[src/rtl/intersection_queue_sensor.sv]
// Queue sensor for a two-street intersection: counts waiting vehicles,
// drains them while the street is legally green, and reports presence.

module iqs_street #(
   parameter int QW            = 4,
   parameter int DEPART_CYCLES = 2
) (
   input  logic          clk,
   input  logic          rst,
   input  logic          arrive,
   input  logic          green,
   output logic [QW-1:0] q,
   output logic [7:0]    dep,
   output logic          ovf
);

   localparam logic [QW-1:0] QMAX  = '1;
   localparam logic [3:0]    TLAST = 4'(DEPART_CYCLES - 1);

   logic [3:0] tmr;
   logic       busy;
   logic       depart;

   assign busy   = green && (q != '0);
   assign depart = busy && (tmr == TLAST);

   // Timer only runs across an unbroken green with vehicles waiting
   always_ff @(posedge clk or negedge rst) begin
      if (!rst) begin
         tmr <= '0;
      end else if (!busy || depart) begin
         tmr <= '0;
      end else begin
         tmr <= tmr + 4'd1;
      end
   end

   always_ff @(posedge clk or negedge rst) begin
      if (!rst) begin
         q   <= '0;
         ovf <= 1'b0;
      end else begin
         unique case (1'b1)
            (arrive && !depart): begin
               if (q == QMAX) begin
                  ovf <= 1'b1;
               end else begin
                  q <= q + 1'b1;
               end
            end
            (depart && !arrive): q <= q - 1'b1;
            default: ;
         endcase
      end
   end

   always_ff @(posedge clk or negedge rst) begin
      if (!rst) begin
         dep <= '0;
      end else if (depart) begin
         dep <= dep + 8'd1;
      end
   end

endmodule

module intersection_queue_sensor #(
   parameter int QW            = 4,
   parameter int DEPART_CYCLES = 2
) (
   input  logic          clk,
   input  logic          rst,
   input  logic          arrive_a,
   input  logic          arrive_b,
   input  logic          Ra,
   input  logic          Ya,
   input  logic          Ga,
   input  logic          Rb,
   input  logic          Yb,
   input  logic          Gb,
   output logic          Ta,
   output logic          Tb,
   output logic [QW-1:0] qa,
   output logic [QW-1:0] qb,
   output logic [7:0]    dep_a,
   output logic [7:0]    dep_b,
   output logic          ovf_a,
   output logic          ovf_b,
   output logic          light_err
);

   logic onehot_a;
   logic onehot_b;
   logic conflict;
   logic illegal;
   logic green_a;
   logic green_b;

   assign onehot_a = (Ra ^ Ya ^ Ga) && !(Ra && Ya && Ga);
   assign onehot_b = (Rb ^ Yb ^ Gb) && !(Rb && Yb && Gb);
   assign conflict = (Ga || Ya) && (Gb || Yb);
   assign illegal  = !onehot_a || !onehot_b || conflict;

   // An illegal pattern blocks both greens, so neither street drains
   assign green_a = Ga && !Ra && !Ya && !illegal;
   assign green_b = Gb && !Rb && !Yb && !illegal;

   always_ff @(posedge clk or negedge rst) begin
      if (!rst) begin
         light_err <= 1'b0;
      end else if (illegal) begin
         light_err <= 1'b1;
      end
   end

   iqs_street #(
      .QW            (QW),
      .DEPART_CYCLES (DEPART_CYCLES)
   ) u_street_a (
      .clk    (clk),
      .rst    (rst),
      .arrive (arrive_a),
      .green  (green_a),
      .q      (qa),
      .dep    (dep_a),
      .ovf    (ovf_a)
   );

   iqs_street #(
      .QW            (QW),
      .DEPART_CYCLES (DEPART_CYCLES)
   ) u_street_b (
      .clk    (clk),
      .rst    (rst),
      .arrive (arrive_b),
      .green  (green_b),
      .q      (qb),
      .dep    (dep_b),
      .ovf    (ovf_b)
   );

   assign Ta = (qa != '0);
   assign Tb = (qb != '0);

endmodule

[config.mk]
export PLATFORM = sky130hd
export DESIGN_NAME = intersection_queue_sensor
export DESIGN_NICKNAME = d
export VERILOG_FILES = /design/src/rtl/intersection_queue_sensor.sv
export SDC_FILE = /design/constraint.sdc
export NUM_CORES = 1
export LEC_CHECK = 0
export ABC_AREA = 0
export BUFFER_PORTS_ARGS = -buffer_cell sky130_fd_sc_hd__clkbuf_2
export CELL_PAD_IN_SITES_DETAIL_PLACEMENT = 1
export CELL_PAD_IN_SITES_GLOBAL_PLACEMENT = 1
export CORE_MARGIN = 10
export CORE_UTILIZATION = 34
export CTS_CLUSTER_SIZE = 10
export DETAILED_ROUTE_END_ITERATION = 10
export HOLD_SLACK_MARGIN = 0.02
export PLACE_DENSITY = 0.73
export REMOVE_ABC_BUFFERS = 1
export SLEW_MARGIN = 30
export SYNTH_ARGS = -nofsm -noshare
export SYNTH_HDL_FRONTEND = slang
export SYNTH_SLANG_ARGS = --single-unit
[constraint.sdc]
create_clock -name clk -period 5 [get_ports clk]
set_clock_uncertainty 0.15 [all_clocks]
set_input_delay 1 -clock clk [delete_from_list [all_inputs] [get_ports clk]]
set_output_delay 1 -clock clk [all_outputs]
set_load 0.1 [all_outputs]
==> results.py <==
metrics = {
    "status": {
        "status": "finished clean",
    },
    "sta": {
        "tightest_slew_ns": 0.762,
        "rsz0062_at_grt": "no",
        "hold_violations": 0,
        "finalSetupTns_ns": 0,
        "fin_crit_ns": 3.36,
        "slew_headroom_pct": 49.2,
        "finalCritPeriodShare_pct": 67.2,
        "timing.fmax_ghz": 0.298,
        "setup_violations": 0,
        "slew_violations": 0,
    },
    "pwr": {
        "power_frac_seq_pct": 37.2,
        "power.density_nw_per_um2": 442,
        "power_switching_mw": 0.505,
        "p_sw_share_pct": 50.0,
        "p_total_mw": 1.01,
        "vdd_drop_max_uv": 192,
        "p_leak_nw": 1.10,
        "combinationalPowerShare_pct": 43.2,
        "intPower_mw": 0.505,
        "clkPwrFrac_pct": 19.6,
    },
    "cts": {
        "cts_max_level": 2,
        "insertion_delay_ns": 0.28,
        "cts.sinks": 35,
        "cts_made_buffers": 5,
        "root_buffer": "clkbuf_8",
        "clkTransAtPathRegs_ns": 0.07,
        "post_cts_resized": 0,
        "cts_max_path_buffers": 2,
        "holdBufCountCts": 0,
        "cts_tree": "built",
        "post_cts.repair.setup_buffers": 0,
    },
    "synthesis": {
        "yosys.area_share.simple_pct": 24.1,
        "synthAdderAreaFrac_pct": 8.03,
        "synth_edf_count": 0,
        "synth_top_family_by_area": "simple AND/OR/NAND/NOR gates",
        "yosys_warnings": 0,
        "syn_area_per_cell_um2": 10.7,
        "synth-main-ff-cell": "dfrtp_1",
        "synthXorXnorAreaFrac_pct": 10.3,
        "muxShareOfSynthArea_pct": 1.66,
        "netlist_instances": 183,
        "synth_area_um2": 1960,
        "synth_compound_area_share_pct": 7.64,
        "async_reset_ff_share_pct": 100,
        "ys_seq_area_share_pct": 44.6,
        "yosysUniqueCellTypes": 48,
        "synth-seq-cells": 35,
    },
    "worst_setup_path": {
        "path_class": "input pin to flop",
        "rr_startpoint": "u_street_b.q[0]",
        "critPathMaxFanout": 4,
        "startpoint_type": "input pin",
        "cp.required_ns": 5.01,
        "critPathLaunch": "Rb",
        "arrival_ns": 3.37,
        "cp-end-kind": "flop",
    },
    "worst_hold_path": {
        "hold_class": "flop to flop",
        "min_from": "u_street_b.dep[7]",
    },
    "detailed_routing": {
        "ant_nets": 0,
        "drc": 0,
        "drtPass1Iterations": 4,
        "drt_wl_total_um": 4550,
        "drt_iter0_markers": 78,
        "routedWlPerCell_um": 15.4,
        "viasPerCell": 5.20,
        "num_vias": 1535,
    },
    "place": {
        "gp_congestion": 0.735,
        "hpwl_um": 3480,
        "portBuffers": 38,
    },
    "run": {
        "maxCapViolations": 0,
    },
    "global_routing": {
        "grt_pass1_wl_um": 7800,
        "grt_overflow": 0,
        "grt_pass1_vias": 1559,
        "grt_max_degree": 36,
        "antenna_found_initial": 0,
        "grt_usage_pct": 10.6,
    },
    "cells_and_area": {
        "areaGrowthSynthToFinish_pct": 16.4,
        "layout-drive-gt1-share_pct": 26.9,
        "antennaDiodeCount": 0,
        "fin_nets": 244,
    },
    "die": {
        "row_count": 27,
        "ioPinCount": 39,
        "die_w_um": 96.0,
        "dieArea_um2": 9220,
        "core-area_um2": 5540,
        "start_util_pct": 35.5,
        "die_y_um": 96.0,
    },
}
## kinds of logic (layout without fill, tap and decap cells)
kind of cell             count (synthesis)  count (layout)
XOR/XNOR                                23              23
adder cells (fa/ha/maj)                 12              12
AO/OA/AOI/OAI                           20              20
multiplexers                             3               3
flip-flops                              35              35
AND/OR/NAND/NOR                         76              76
buffers and inverters                   14              54
## placed cells by master, fill, tap and decap left out, types with 3 or more instances in the layout
master,instances
clkbuf_2,37
dfrtp_1,35
xnor2_1,17
nor2_1,15
nand2_1,14
ha_1,11
nand4_1,10
nand3_1,9
inv_1,8
xor2_1,6
a21oi_1,6
clkbuf_8,5
nor3b_1,4
nor3_1,3
clkinv_2,3
## registers in the layout, indices dropped and copies added, names as in the netlist
| register | flops |
|---|---|
| u_street_a.tmr | 4 |
| u_street_b.q | 4 |
| u_street_b.tmr | 4 |
| u_street_a.ovf | 1 |
| u_street_b.ovf | 1 |
| u_street_b.dep | 8 |
| light_err | 1 |
| u_street_a.dep | 8 |
| u_street_a.q | 4 |
## power by group through the flow
stage / Combinational (mW) / Clock (mW) / Sequential (mW)
2_1_floorplan: 0.126 / 0 / 0.597
3_3_place_gp: 0.431 / 0 / 0.378
3_5_place_dp: 0.437 / 0 / 0.381
4_1_cts: 0.442 / 0.205 / 0.376
5_1_grt: 0.466 / 0.217 / 0.383
6_report: 0.436 / 0.198 / 0.376
## cell type report
| class | count | area [um2] |
|---|---|---|
| multi-input combinational | 134 | 1020 |
| sequential | 35 | 876 |
| clock buffer | 5 | 68.8 |
| timing repair buffer | 38 | 190 |
| inverter | 8 | 30.0 |
| tap | 72 | 90.1 |
| clock inverter | 3 | 15.0 |
| fill | 658 | 3250 |
## critical path, stage by stage
cell and delay [ns]:
clkbuf_2 0.11, ha_1 0.34, nor4b_2 0.42, and2_1 0.21
nand3_1 0.11, inv_1 0.12, ha_1 0.23, a21o_1 0.18
a21oi_1 0.25, nor2_1 0.07, a221oi_1 0.25, a21oi_1 0.07
## per-layer routing
| layer | GRT usage [%] | routed length, um |
|---|---|---|
| met1 | 12.8 | 2040 |
| met3 | 2.65 | 182 |
| met4 | 4.30 | 66 |
| met2 | 17.7 | 2260 |
| met5 | 0 | 0 |
## Yosys cell counts, types with 3 or more instances
cell type  count  share of area [%]
dfrtp_1       35                 45
xnor2_1       17                7.6
nor2_1        15                2.9
nand2_1       14                2.7
ha_1          11                7.0
nand4_1       10                3.2
nand3_1        9                2.3
inv_1          8                1.5
a21oi_1        6                1.5
xor2_1         6                2.7
nor3b_1        4                1.5
nor3_1         3               0.76
## final timing paths
kind	endpoint	slack, ns	cells after the start
max in group asynchronous	u_street_b.dep[4]	3.58	1
worst min-delay path	u_street_b.dep[7]	0.32	1
worst max register to register	u_street_b.q[3]	2.12	10
min in group asynchronous	u_street_a.dep[2]	0.63	1
worst min register to register	u_street_b.dep[7]	0.32	1
worst max-delay path	u_street_b.q[3]	1.64	12
## metrics by stage
step	setup WS [ns]	utilization [%]	hold WS [ns]	instances	area, um2
detailed placement	1.32	39.7	0.310	287	2200
finish	1.64	41.3	0.316	295	2290
floorplan	1.30	-	0.308	177	1920
global route	1.40	41.3	0.341	295	2290
CTS	1.61	41.3	0.326	295	2290
global placement	1.44	39.7	0.301	287	2200
(Power assumes the default switching activity.)
